## src/rtl/mips_core_pkg.sv

```systemverilog
// Shared core types for the physical register file and rename logic.
package mips_core_pkg;

    localparam int unsigned PHYS_REGS = 32;

    typedef logic [4:0]  preg_tag_t;
    typedef logic [31:0] preg_mask_t;

endpackage : mips_core_pkg

```

## src/rtl/priority_encoder_32.sv

```systemverilog
// 32-input priority encoder. HIGH_PRIORITY=1 selects the lowest matching index,
// 0 the highest. SIGNAL is the input level treated as "set". Index is 0 when
// nothing matches, so callers needing a valid flag must derive it separately.
module priority_encoder_32 #(
    parameter bit HIGH_PRIORITY = 1'b1,
    parameter bit SIGNAL        = 1'b1
) (
    input  logic [31:0] in_vec,
    output logic [4:0]  out_idx
);

    // Scan so that the last match written is the winning index.
    always_comb begin
        out_idx = 5'd0;
        if (HIGH_PRIORITY) begin
            for (int i = 31; i >= 0; i--) begin
                if (in_vec[i] == SIGNAL) out_idx = 5'(i);
            end
        end else begin
            for (int i = 0; i < 32; i++) begin
                if (in_vec[i] == SIGNAL) out_idx = 5'(i);
            end
        end
    end

endmodule : priority_encoder_32

```

## src/rtl/phys_reg_free_list.sv

```systemverilog
// Physical-register free list: bitmap of free tags, lowest free tag offered to
// rename, tags returned by commit, one branch checkpoint restored on flush.
module phys_reg_free_list
    import mips_core_pkg::*;
#(
    parameter int unsigned RESERVED = 32
) (
    input  logic      clk,
    input  logic      rst_n,
    input  logic      alloc_req,
    output logic      alloc_valid,
    output preg_tag_t alloc_tag,
    input  logic      release_valid,
    input  preg_tag_t release_tag,
    input  logic      ckpt_take,
    input  logic      flush,
    output logic [5:0] free_count,
    output logic      empty,
    output logic      err_double_free
);

    // Tags below RESERVED hold the initial architectural mapping.
    localparam preg_mask_t  RESET_MASK  = {PHYS_REGS{1'b1}} << RESERVED;
    localparam logic [5:0]  RESET_COUNT = 6'(PHYS_REGS - RESERVED);
    localparam logic        RESET_EMPTY = (RESERVED == PHYS_REGS);

    preg_mask_t bitmap_q, bitmap_d;
    preg_mask_t ckpt_q, ckpt_d;
    logic [5:0] free_count_q, free_count_d;
    logic       empty_q, empty_d;
    logic       err_q, err_d;
    preg_tag_t  enc_tag;

    logic       alloc_fire;
    logic       rel_ok;
    preg_mask_t alloc_mask;
    preg_mask_t rel_mask;

    priority_encoder_32 #(
        .HIGH_PRIORITY (1'b1),
        .SIGNAL        (1'b1)
    ) u_enc (
        .in_vec  (bitmap_q),
        .out_idx (enc_tag)
    );

    // Valid comes from the bitmap itself: an encoder result of 0 is ambiguous.
    assign alloc_valid     = |bitmap_q;
    assign alloc_tag       = alloc_valid ? enc_tag : '0;
    assign free_count      = free_count_q;
    assign empty           = empty_q;
    assign err_double_free = err_q;

    // Next-state for bitmap, checkpoint, count and error flag.
    always_comb begin
        alloc_fire   = alloc_req && alloc_valid && !flush;
        rel_ok       = release_valid && !bitmap_q[release_tag];
        alloc_mask   = alloc_fire ? (preg_mask_t'(1) << alloc_tag) : '0;
        rel_mask     = rel_ok ? (preg_mask_t'(1) << release_tag) : '0;
        bitmap_d     = bitmap_q;
        ckpt_d       = ckpt_q;
        free_count_d = free_count_q;
        err_d        = err_q | (release_valid && bitmap_q[release_tag]);

        if (flush) begin
            // Committed frees since the checkpoint are already folded into ckpt_q.
            bitmap_d     = ckpt_q | rel_mask;
            ckpt_d       = bitmap_d;
            free_count_d = 6'($countones(bitmap_d));
        end else begin
            bitmap_d     = (bitmap_q & ~alloc_mask) | rel_mask;
            ckpt_d       = ckpt_take ? bitmap_d : (ckpt_q | rel_mask);
            free_count_d = free_count_q + 6'(rel_ok) - 6'(alloc_fire);
        end

        empty_d = (free_count_d == 6'd0);
    end

    // State registers with asynchronous return to the reset mapping.
    always_ff @(posedge clk or negedge rst_n) begin
        if (!rst_n) begin
            bitmap_q     <= RESET_MASK;
            ckpt_q       <= RESET_MASK;
            free_count_q <= RESET_COUNT;
            empty_q      <= RESET_EMPTY;
            err_q        <= 1'b0;
        end else begin
            bitmap_q     <= bitmap_d;
            ckpt_q       <= ckpt_d;
            free_count_q <= free_count_d;
            empty_q      <= empty_d;
            err_q        <= err_d;
        end
    end

endmodule : phys_reg_free_list

```

## config.mk

```make
export PLATFORM = sky130hd
export DESIGN_NAME = phys_reg_free_list
export DESIGN_NICKNAME = d
export VERILOG_FILES = /design/src/rtl/mips_core_pkg.sv /design/src/rtl/priority_encoder_32.sv /design/src/rtl/phys_reg_free_list.sv
export SDC_FILE = /design/constraint.sdc
export NUM_CORES = 1
export LEC_CHECK = 0
export CAP_MARGIN = 10
export CORE_MARGIN = 2
export CORE_UTILIZATION = 62
export DETAILED_ROUTE_END_ITERATION = 7
export PLACE_DENSITY = 0.78
export SETUP_SLACK_MARGIN = 0.05
export SYNTH_ARGS = -nofsm -noshare
export SYNTH_HDL_FRONTEND = slang
export SYNTH_HIERARCHICAL = 1
export SYNTH_SLANG_ARGS = --single-unit
```

## constraint.sdc

```tcl
create_clock -name clk -period 8.85 [get_ports clk]
set_input_delay 1.77 -clock clk [delete_from_list [all_inputs] [get_ports clk]]
set_output_delay 1.77 -clock clk [all_outputs]
set_load 0.05 [all_outputs]
```

==> key figures <==
Status
  – Status: finished clean

Layout
  – Area growth from synthesis to final layout: 9.651%
  – Post-route cell area: 0.006141 mm²
  – Layout cell share with drive strength beyond 1: 11.43%
  – Count of antenna diodes in the layout: 0
  – Fill cell instance count of the final layout: 666
  – Storage cell area: 0.001803 mm²
  – Final Net Count: 665
  – Combined area of the multi-input logic cells: 0.003458 mm²

CTS
  – Clock sinks: 72
  – Buffer cell driving the clock tree root: sky130_fd_sc_hd__clkbuf_8
  – Clock transition at path regs: 0.09 ns
  – TritonCTS clock tree: built
  – Clock latency on the worst-skew pair: 0.36 ns
  – Setup bufs post-CTS: 0
  – TritonCTS buffer count: 9
  – CTS resizes: 0
  – Bufs on Longest Clock Path: 2
  – Hold buffer count at CTS: 0
  – H-tree levels: 3

Route
  – Antenna viol nets, final: 0
  – Number of vias per cell: 6.702
  – Routed wire per std cell: 21.08 µm
  – Residual DRC: 0
  – Wire length reported by the detailed router: 15.37 mm
  – Total number of vias: 4886
  – First-pass iteration count of the detailed router: 5
  – Number of DRC markers after the initial detailed-route iteration: 551

Setup path
  – Category of the worst setup path capture point: flip-flop
  – Critical path required time: 9.11 ns
  – Ordered list of cells on the worst path: clkdlybuf4s50_1, buf_4, mux4_2, nand2b_4, a31oi_4, nand3_1, nand2b_1, fa_1, fa_1, fa_1, fa_1, inv_1, fa_1, fa_1, inv_1, ha_1, fa_1, a21o_1, a21oi_1, mux2i_1, o21ai_0, nor4b_1
  – Sort of element at the start of the critical path: input pin
  – Max stage delay on crit path: 0.54 ns
  – Kind of critical path: input pin to flip-flop
  – Largest driver fanout on the critical path: 14
  – Slowest cell on the critical path: sky130_fd_sc_hd__fa_1
  – CP dominant cell by count: sky130_fd_sc_hd__fa_1
  – CP arrival: 8.54 ns

Timing
  – Time the worst path needs with I/O delays and setup: 8.285 ns
  – Number of max-slew violations in the final report: 0
  – Final worst slack: 0.5651 ns
  – TNS Setup: 0 ns
  – Worst-case clock skew: 0.01857 ns
  – Number of hold-slack violations in the final timing report: 0
  – RSZ-0062 raised after global routing: no
  – Total of endpoints with negative setup slack in the final report: 0
  – Slew of the pin with the lowest slew margin: 1.282 ns
  – Worst relative slew slack: 13.95%
  – Achievable Freq: 120.7 MHz
  – Portion of the clock cycle consumed by the worst path in the final layout: 93.61%

Place
  – Port buffer count: 24
  – Final RePlAce weighted congestion: 0.9440
  – Sum of net half-perimeters after detailed placement: 11.38 mm
  – Placed Instance Area: 0.005888 mm²
  – Pre-CTS worst setup slack: 0.2081 ns

Die
  – Overall die width: 99.04 µm
  – Die span in y: 99.04 µm
  – Core outline area: 0.008721 mm²
  – Number of rows created at floorplan: 34
  – Boundary Pins: 25
  – Floorplan die area: 0.009809 mm²
  – Starting utilization of the core area: 64.22%

Yosys
  – Post-synthesis area per instance: 9.350 µm²
  – Commonest register cell after synthesis: sky130_fd_sc_hd__dfrtp_1
  – Synthesized instance count: 599
  – Cell area after synthesis: 0.005600 mm²
  – Warnings from Yosys: 6
  – Count of flip-flops with a built-in enable after synthesis: 0
  – Proportion of register bits with asynchronous set or reset after synthesis: 100.0%
  – Net Count, Synth: 648
  – Cell variety after synth: 68
  – Number of flip-flops and latches in the synthesized netlist: 72
  – Register area share after synthesis: 32.19%

GRT
  – Total congestion overflow after global routing: 0
  – Global-route wire length before repair: 25.12 mm
  – Total global routing track utilization: 33.08%
  – Number of antenna violations at the first check in global routing: 0
  – Via count of the first global-routing pass: 4847
  – Largest net degree at the start of global routing: 73

Job
  – Maximum Capacitance Violations: 0

Min path
  – Worst hold path type: flip-flop to flip-flop
[logic make-up after synthesis]
family | Yosys count | synth area share (%)
DFF | 72 | 32.19
buffers and inverters | 72 | 6.099
xor gates and xnor gates | 5 | 0.7819
AOI/OAI and AO/OA | 137 | 16.89
and+or+nand+nor | 225 | 21.76
muxes | 50 | 10.43
adders and majority gates | 38 | 11.84
[critical path: cells and delay by family]
family / cells / cell delay, ns
buf+inv: 4 / 0.77
mux: 2 / 0.76
compound gates: 4 / 0.76
simple gates: 4 / 0.81
fa+ha+maj: 8 / 3.66
[path summary, 6_finish.rpt]
kind                              endpoint       startpoint  depth (start not counted)  slack (ns)
min in group asynchronous       ckpt_q[15]            rst_n                          1        1.51
max in group asynchronous       ckpt_q[22]            rst_n                          1        6.71
max reg2reg                          empty     bitmap_q[19]                         22        2.13
min reg2reg                err_double_free  err_double_free                          1        0.51
max                                  empty   release_tag[1]                         22        0.57
min                        err_double_free  err_double_free                          1        0.51
[registers in the layout, indices dropped and copies added (netlist names)]
| signal | flops |
|---|---|
| bitmap_q | 32 |
| ckpt_q | 32 |
| empty | 1 |
| err_double_free | 1 |
| free_count | 6 |
[metrics by stage]
| stage | util [%] | instances | hold WS (ns) |
|---|---|---|---|
| after floorplan | - | 599 | 0.4817 |
| after global placement | 67.52 | 713 | 0.4616 |
| after detailed placement | 67.52 | 713 | 0.4864 |
| after CTS | 70.42 | 729 | 0.5163 |
| after global routing | 70.42 | 729 | 0.5401 |
| final | 70.42 | 729 | 0.5124 |
[layout make-up]
type                            instances  area share [%]
Clock buffer                           10           2.241
Clock inverter                          6           1.874
Inverter                               39           2.384
Multi-Input combinational cell        455           56.32
Sequential cell                        72           29.36
Tap cell                              108           2.200
Timing Repair Buffer                   39           5.623
[cell usage after synthesis (5+ instances only)]
library cell	number	area, µm²
sky130_fd_sc_hd__dfrtp_1	71	1777
sky130_fd_sc_hd__nand2_1	44	165.2
sky130_fd_sc_hd__mux2i_1	40	400.4
sky130_fd_sc_hd__inv_1	39	146.4
sky130_fd_sc_hd__nor2_1	37	138.9
sky130_fd_sc_hd__o21ai_0	36	180.2
sky130_fd_sc_hd__nand2b_1	30	187.7
sky130_fd_sc_hd__nand3_1	29	145.1
sky130_fd_sc_hd__nor3_1	28	140.1
sky130_fd_sc_hd__o211ai_1	27	202.7
sky130_fd_sc_hd__fa_1	25	500.5
sky130_fd_sc_hd__nor4_1	18	112.6
sky130_fd_sc_hd__o21ai_1	15	75.07
sky130_fd_sc_hd__ha_1	13	162.7
sky130_fd_sc_hd__a21oi_1	12	60.06
sky130_fd_sc_hd__clkbuf_1	12	45.04
sky130_fd_sc_hd__nor2b_1	11	68.82
sky130_fd_sc_hd__a31oi_1	10	62.56
sky130_fd_sc_hd__buf_2	8	40.04
sky130_fd_sc_hd__a21o_1	7	52.55
sky130_fd_sc_hd__mux4_2	6	135.1
sky130_fd_sc_hd__o31ai_1	5	37.54
[placed cells by master (no fill, tap or decap), drive strengths merged, types with 5 or more instances in the layout]
master         Yosys  routed
o211ai            28      28
o311ai             5       5
nor3              28      28
nand2             45      45
buf               21      17
nor2              38      38
mux4               6       6
clkbuf            12      10
dfrtp             71      71
inv               39      40
o21ai             53      53
o31ai              5       5
mux2i             40      40
a21o               7       7
nor4              19      19
fa                25      25
nor2b             11      11
nand3             33      33
a21oi             12      12
ha                13      13
nand2b            31      31
clkdlybuf4s50      0      22
a31oi             11      11
[per-layer routing]
layer	global-route usage [%]	up-vias	share of wire [%]
met4	12.86	0	3.2
met3	5.390	50	7.2
met5	0	-	0
li1	-	2194	-
met2	52.55	246	47
met1	45.75	2396	42
Power is not shown: default switching activity piles up to over one toggle a cycle in this logic, so the estimate is an artifact.
